### config.mk
export PLATFORM = sky130hd
export DESIGN_NAME = setup_config
export DESIGN_NICKNAME = d
export VERILOG_FILES = /design/src/rtl/door_pkg.sv /design/src/rtl/sec_to_ticks.sv /design/src/rtl/setup_config.sv
export SDC_FILE = /design/constraint.sdc
export NUM_CORES = 1
export LEC_CHECK = 0
export ABC_AREA = 0
export CAP_MARGIN = 20
export CORE_ASPECT_RATIO = 1.1
export CORE_UTILIZATION = 50
export DETAILED_ROUTE_END_ITERATION = 10
export PLACE_DENSITY = 0.75
export REMOVE_ABC_BUFFERS = 1
export SLEW_MARGIN = 20
export SYNTH_ARGS = -nofsm -noshare
export SYNTH_HDL_FRONTEND = slang
export SYNTH_SLANG_ARGS = --single-unit
### constraint.sdc
create_clock -name clk -period 13.6 [get_ports clk]
set_input_delay 2.72 -clock clk [delete_from_list [all_inputs] [get_ports clk]]
set_output_delay 2.72 -clock clk [all_outputs]
set_load 0.05 [all_outputs]
### src/rtl/door_pkg.sv
// Shared types and constants for the door-lock controller: configuration
// packet, PIN record, six-digit display packet and keypad codes.
package door_pkg;

  typedef struct packed {
    logic       status;
    logic [3:0] digit1;
    logic [3:0] digit2;
    logic [3:0] digit3;
    logic [3:0] digit4;
  } pinPac_t;

  typedef struct packed {
    logic        bip_status;
    logic [15:0] bip_time;
    logic [15:0] tranca_aut_time;
    pinPac_t     master_pin;
    pinPac_t     pin1;
    pinPac_t     pin2;
    pinPac_t     pin3;
    pinPac_t     pin4;
  } setupPac_t;

  typedef struct packed {
    logic [3:0] BCD5;
    logic [3:0] BCD4;
    logic [3:0] BCD3;
    logic [3:0] BCD2;
    logic [3:0] BCD1;
    logic [3:0] BCD0;
  } bcdPac_t;

  localparam logic [3:0] KEY_DIS   = 4'hA;
  localparam logic [3:0] KEY_ABORT = 4'hE;
  localparam logic [3:0] KEY_ENTER = 4'hF;
  localparam logic [3:0] BCD_BLANK = 4'hF;
  localparam logic [3:0] BCD_ERR   = 4'hE;

  typedef enum logic [2:0] {
    ST_IDLE,
    ST_ITEM,
    ST_COMMIT,
    ST_ABORT,
    ST_WAIT_LOW
  } setup_state_t;

  function automatic logic is_digit(input logic [3:0] k);
    return k <= 4'd9;
  endfunction

endpackage

### src/rtl/sec_to_ticks.sv
// Converts a two-digit BCD seconds entry into clock ticks (1 kHz clock, so
// ticks = seconds * 1000) and flags whether it lies in the accepted range.
module sec_to_ticks #(
  parameter int T_MIN_S = 5,
  parameter int T_MAX_S = 60
) (
  input  logic [3:0]  tens,
  input  logic [3:0]  ones,
  output logic        in_range,
  output logic [15:0] ticks
);

  logic [6:0]  seconds;
  logic [16:0] ticks_wide;

  // Decimal value, range test and tick conversion; out-of-range values may
  // overflow 16 bits but are never stored.
  always_comb begin
    seconds    = 7'({3'b000, tens}) * 7'd10 + 7'({3'b000, ones});
    in_range   = (seconds >= 7'(T_MIN_S)) && (seconds <= 7'(T_MAX_S));
    ticks_wide = 17'(seconds) * 17'd1000;
    ticks      = ticks_wide[15:0];
  end

endmodule

### src/rtl/setup_config.sv
// Setup-menu sequencer: walks the user through seven configuration items on
// the keypad, edits a shadow copy of the current configuration, and either
// commits it or aborts, signalling the end of the session with one pulse.
module setup_config
  import door_pkg::*;
#(
  parameter int TIMEOUT_TICKS = 30000,
  parameter int T_MIN_S       = 5,
  parameter int T_MAX_S       = 60,
  parameter int ERR_TICKS     = 1000
) (
  input  logic      clk,
  input  logic      rst,
  input  logic      setup_on,
  input  logic      key_valid,
  input  logic [3:0] key_code,
  input  setupPac_t data_setup_old,
  output setupPac_t data_setup_new,
  output logic      setup_end,
  output logic      setup_valid,
  output bcdPac_t   bcd_out,
  output logic      bcd_enable
);

  localparam int TO_W = $clog2(TIMEOUT_TICKS + 1);
  localparam int ER_W = $clog2(ERR_TICKS + 1);
  localparam logic [15:0] T_MIN_TICKS = 16'(T_MIN_S * 1000);

  function automatic setupPac_t reset_cfg();
    setupPac_t c;
    c                 = '0;
    c.bip_status      = 1'b1;
    c.bip_time        = T_MIN_TICKS;
    c.tranca_aut_time = T_MIN_TICKS;
    return c;
  endfunction

  setup_state_t    state;
  logic [2:0]      item;
  setupPac_t       shadow;
  logic [3:0][3:0] dig_buf;   // [0] is the most recent digit
  logic [2:0]      dig_cnt;
  logic [TO_W-1:0] to_cnt;
  logic [ER_W-1:0] err_cnt;

  logic [2:0]  dig_cap;
  logic [3:0]  tens_in;
  logic        sec_ok;
  logic [15:0] sec_ticks;
  pinPac_t     cur_pin;
  pinPac_t     pin_upd;
  setupPac_t   shadow_upd;
  setupPac_t   commit_cfg;
  logic        advance;
  logic        reject;

  sec_to_ticks #(
    .T_MIN_S (T_MIN_S),
    .T_MAX_S (T_MAX_S)
  ) u_sec_to_ticks (
    .tens     (tens_in),
    .ones     (dig_buf[0]),
    .in_range (sec_ok),
    .ticks    (sec_ticks)
  );

  // Buffer depth per item and the tens digit seen by the seconds converter.
  always_comb begin
    if (item == 3'd1)      dig_cap = 3'd1;
    else if (item <= 3'd3) dig_cap = 3'd2;
    else                   dig_cap = 3'd4;
    tens_in = (dig_cnt >= 3'd2) ? dig_buf[1] : 4'd0;
  end

  // Decode the current key against the current item: new shadow value and
  // whether it advances, is rejected, or neither (digits, ignored keys).
  always_comb begin
    cur_pin = shadow.pin4;
    case (item)
      3'd4:    cur_pin = shadow.pin1;
      3'd5:    cur_pin = shadow.pin2;
      3'd6:    cur_pin = shadow.pin3;
      default: cur_pin = shadow.pin4;
    endcase
    pin_upd    = cur_pin;
    shadow_upd = shadow;
    advance    = 1'b0;
    reject     = 1'b0;
    if (key_code == KEY_ENTER) begin
      if (dig_cnt == 3'd0) begin
        advance = 1'b1;
      end else begin
        case (item)
          3'd1: begin
            if (dig_buf[0] <= 4'd1) begin
              shadow_upd.bip_status = dig_buf[0][0];
              advance = 1'b1;
            end else reject = 1'b1;
          end
          3'd2: begin
            if (sec_ok) begin
              shadow_upd.bip_time = sec_ticks;
              advance = 1'b1;
            end else reject = 1'b1;
          end
          3'd3: begin
            if (sec_ok) begin
              shadow_upd.tranca_aut_time = sec_ticks;
              advance = 1'b1;
            end else reject = 1'b1;
          end
          default: begin
            if (dig_cnt == 3'd4 &&
                dig_buf != {shadow.master_pin.digit1, shadow.master_pin.digit2,
                            shadow.master_pin.digit3, shadow.master_pin.digit4}) begin
              pin_upd = {1'b1, dig_buf};
              advance = 1'b1;
            end else reject = 1'b1;
          end
        endcase
      end
    end else if (key_code == KEY_DIS && item >= 3'd4) begin
      pin_upd.status = 1'b0;
      advance        = 1'b1;
    end
    case (item)
      3'd4:    shadow_upd.pin1 = pin_upd;
      3'd5:    shadow_upd.pin2 = pin_upd;
      3'd6:    shadow_upd.pin3 = pin_upd;
      3'd7:    shadow_upd.pin4 = pin_upd;
      default: ;
    endcase
    commit_cfg            = shadow_upd;
    commit_cfg.master_pin = data_setup_old.master_pin;
  end

  // Session FSM with shadow, digit buffer, timeout and error counters.
  always_ff @(posedge clk) begin
    if (rst) begin
      state          <= ST_IDLE;
      item           <= 3'd1;
      dig_cnt        <= 3'd0;
      to_cnt         <= '0;
      err_cnt        <= '0;
      setup_end      <= 1'b0;
      setup_valid    <= 1'b0;
      data_setup_new <= reset_cfg();
    end else begin
      setup_end   <= 1'b0;
      setup_valid <= 1'b0;
      case (state)
        ST_IDLE: begin
          if (setup_on) begin
            shadow  <= data_setup_old;
            item    <= 3'd1;
            dig_cnt <= 3'd0;
            to_cnt  <= '0;
            err_cnt <= '0;
            state   <= ST_ITEM;
          end
        end
        ST_ITEM: begin
          if (!setup_on) begin
            err_cnt <= '0;
            state   <= ST_IDLE;
          end else if (key_valid) begin
            to_cnt  <= '0;
            err_cnt <= '0;
            if (key_code == KEY_ABORT) begin
              state     <= ST_ABORT;
              setup_end <= 1'b1;
            end else if (advance) begin
              shadow  <= shadow_upd;
              dig_cnt <= 3'd0;
              if (item == 3'd7) begin
                state          <= ST_COMMIT;
                setup_end      <= 1'b1;
                setup_valid    <= 1'b1;
                data_setup_new <= commit_cfg;
              end else begin
                item <= item + 3'd1;
              end
            end else if (reject) begin
              dig_cnt <= 3'd0;
              err_cnt <= ER_W'(ERR_TICKS);
            end else if (is_digit(key_code)) begin
              dig_buf <= {dig_buf[2:0], key_code};
              if (dig_cnt < dig_cap) dig_cnt <= dig_cnt + 3'd1;
            end
          end else begin
            if (err_cnt != '0) err_cnt <= err_cnt - ER_W'(1);
            if (to_cnt == TO_W'(TIMEOUT_TICKS - 1)) begin
              err_cnt   <= '0;
              state     <= ST_ABORT;
              setup_end <= 1'b1;
            end else begin
              to_cnt <= to_cnt + TO_W'(1);
            end
          end
        end
        ST_COMMIT, ST_ABORT: state <= ST_WAIT_LOW;
        ST_WAIT_LOW: if (!setup_on) state <= ST_IDLE;
        default: state <= ST_IDLE;
      endcase
    end
  end

  // Display mux: item number, right-aligned digits or the error pattern.
  always_comb begin
    bcd_enable = (state == ST_ITEM) || (state == ST_COMMIT) || (state == ST_ABORT);
    bcd_out    = {6{BCD_BLANK}};
    if (state == ST_ITEM) begin
      bcd_out.BCD5 = {1'b0, item};
      if (err_cnt != '0) begin
        bcd_out.BCD3 = BCD_ERR;
        bcd_out.BCD2 = BCD_ERR;
        bcd_out.BCD1 = BCD_ERR;
        bcd_out.BCD0 = BCD_ERR;
      end else begin
        if (dig_cnt >= 3'd1) bcd_out.BCD0 = dig_buf[0];
        if (dig_cnt >= 3'd2) bcd_out.BCD1 = dig_buf[1];
        if (dig_cnt >= 3'd3) bcd_out.BCD2 = dig_buf[2];
        if (dig_cnt >= 3'd4) bcd_out.BCD3 = dig_buf[3];
      end
    end
  end

endmodule

==> out/metrics.yaml <==
cp-end-kind: "register"
setup-violations-final: 0
crit_slowest_cell: "buf_4"
crit_chain: "inv_1 > ha_1 > nor3_4 > nor2b_1 > ha_1 > ha_1 > inv_1 > fa_1 > inv_1 > o211ai_2 > xor3_2 > inv_1 > ha_1 > a21boi_0 > nand2_1 > a21oi_1 > a21o_4 > buf_4 > and4_2 > buf_4 > a211oi_1"
muxShareOfSynthArea: 0.06074
num_rows: 66
crit_type: "reg2reg"
die_y_um: 185.6
via_per_inst: 6.056
p_seq_frac: 0.468
cp_data_arrival_time_ns: 7.10
synth_seq_cells: 287
synth_cell_type_count: 80
io_buffer_count: 266
ctsResizeCount: 0
final_max_slew_viol_count: 0
grt_max_degree: 109
htreeDepth: 1
synth_top_cell_area_share: 0.2606
rsz0062_at_grt: "no"
yosysMostFrequentCell: "nand2_1"
p_comb_frac: 0.090
die_x_um: 168.9
synth_common_cells: "nand2_1, dfxtp_1, o21ai_0"
coreArea_um2: 29890
grt_pass1_wl_um: 70160
synth_top_flop_cell: "dfxtp_1"
yosysTopAreaCell: "edfxtp_1"
fin_area_um2: 19250
cts_setup_buffers: 0
ys_seq_area_frac: 0.4618
fin_cells: 2175
crit_start: "dig_cnt[0]"
root_buffer: "clkbuf_16"
synthTopCellsByArea: "edfxtp_1, dfxtp_1, ha_1, mux2i_1, o21ai_0"
clkLatencyLatePin_ns: 0.58
p_sw_uw: 474.1
initial_core_util: 0.5126
synth-async-reset-ratio: 0
synthAdderAreaFrac: 0.07201
fmax_mhz: 149.2
wl_per_cell_um: 20.98
crit_path_start_kind: "register"
finalPower_mw: 2.004
syn_avg_cell_area_um2: 9.945
ant_nets: 0
area_delta_synth_final_pct: 25.63
dp_cells: 2117
fin_crit_ns: 6.701
dr.pass1.iters: 5
wirelength_um: 45620
cts_buffers: 30
cts_tree: "built"
placed_cell_area_um2: 18160
reg2reg_from: "dig_cnt[0]"
hold_violations: 0
ios: 271
final_nets: 1946
hpwl_um: 30310
globalplace.congestion: 0.8936
cpLargestDelayFamily: "buffers and inverters"
cts.path.max_buffers: 3
p_int_mw: 1.530
clock_sinks: 287
clk_transition_reported_paths_ns: 0.06
grt-ovfl-total: 0
gr-usage-all-layers: 0.2836
worst_ep_required_time_ns: 13.99
synth_edf_count: 133
clockPowerShare: 0.442
crit_buf_inv: 6
tightest_slew_ns: 1.101
yosysWarnings: 0
min_period_over_period: 0.4928
critPathMaxStageDelay_ns: 0.62
max_cap_violations: 0
status: "finished, final reports clean"
synth_top_family_by_area: "compound AO/OA/AOI/OAI gates"
synth-simple-area-share: 0.1255
synth_area_um2: 15320
first_iter_violations: 1164
power.density_nw_per_um2: 104.1
fin_skew_ns: 0.02569
remaining_drc_errors: 0
synth_compound_area_frac: 0.2090
synth_xor_area_frac: 0.02507
critPathMaxFanout: 63
power.share.switching: 0.2365
relSlewSlack: 0.2642
hold_path.class: "reg2reg"
first_global_vias: 12870
total_leakage_power_nw: 7.090
syn_inst: 1541
layout-drive-gt1-share: 0.07361
antenna_found_initial: 1
cts_hold_buffers: 0
via_count: 13170
dieArea_um2: 31350
setup_tns_ns: 0
ir_worst_vdd_v: 0.00007007
hold_start: "err_cnt[4]"
-- layout by cell type, fill, tap and decap left out, types with 15 or more instances in the layout --
| cell | instances |
|---|---|
| a21oi_1 | 103 |
| a41oi_1 | 15 |
| buf_4 | 19 |
| mux2i_1 | 75 |
| nor2_1 | 71 |
| o31ai_1 | 21 |
| inv_1 | 41 |
| or3_1 | 20 |
| clkdlybuf4s50_1 | 265 |
| nand3_1 | 40 |
| a211oi_1 | 66 |
| o211ai_1 | 31 |
| and2_1 | 22 |
| ha_1 | 60 |
| xor2_1 | 29 |
| o21ai_0 | 135 |
| nand2_1 | 162 |
| nor3_1 | 18 |
| clkbuf_16 | 31 |
| mux2_2 | 16 |
| fa_1 | 17 |
| nand4_1 | 15 |
| edfxtp_1 | 133 |
| dfxtp_1 | 154 |
-- tightest hold or removal path: cells and delay by family, from the launching register on --
| kind | cells | cell delay, ns |
|---|---|---|
| DFF | 1 | 0.32 |
| AOI/OAI and AO/OA | 1 | 0.05 |
| and+or+nand+nor | 1 | 0.05 |
-- cells by family (layout without fill, tap and decap cells) --
family	count (synthesis)	after routing
AO/OA/AOI/OAI	477	477
XOR/XNOR	42	42
adder cells (fa/ha/maj)	78	78
buffers and inverters	162	384
flip-flops	287	287
multiplexers	91	91
other	1	5
AND/OR/NAND/NOR	403	403
-- metrics by stage --
| step | setup slack, ns | hold slack, ns | utilization |
|---|---|---|---|
| detailed placement | 6.795 | 0.4516 | 0.6077 |
| CTS | 7.009 | 0.4619 | 0.6433 |
| floorplan | 1.338 | 0.4255 | - |
| global placement | 6.877 | 0.4452 | 0.6077 |
| global route | 6.503 | 0.4916 | 0.6440 |
| finish | 6.899 | 0.4664 | 0.6440 |
-- sequential cells by signal, summed over array words and instances, names as in the netlist --
signal	flops
data_setup_new	118
shadow	117
dig_buf	16
to_cnt	15
err_cnt	10
dig_cnt	3
item	3
state	3
setup_end	1
setup_valid	1
-- path summary, 6_finish.rpt --
path / depth (start not counted) / to / slack (ns)
worst max register to register: 21 / data_setup_new[56] / 6.90
worst min register to register: 2 / err_cnt[4] / 0.47
worst min-delay path: 2 / err_cnt[4] / 0.47
worst max-delay path: 21 / data_setup_new[56] / 6.90
-- cell type report --
type | count | area [um2]
clock inverter | 18 | 234.0
sequential | 287 | 7077
multi-input combinational | 1095 | 7620
antenna | 1 | 2.502
fill | 2485 | 10640
inverter | 43 | 166.4
clock buffer | 38 | 832.0
timing repair buffer | 285 | 2810
tap | 408 | 510.5
-- layer usage --
metal  vias to the layer above  track usage  routed length [um]
met5                         -            0                   0
met4                         0      0.08655                1209
met3                        80      0.05124                3448
met2                       541       0.4841               22040
met1                      6428       0.3653               18930
li1                       6123            -                   -
-- power groups by stage --
stage          clock [mW]  combinational (mW)  sequential (mW)
6_report            0.887               0.180            0.938
3_5_place_dp            0               0.178            0.956
4_1_cts             0.893               0.179            0.938
2_1_floorplan           0              0.0965            0.958
5_1_grt             0.928               0.196            0.939
3_3_place_gp            0               0.175            0.956
Note: power is estimated with default switching activity, not from simulation.
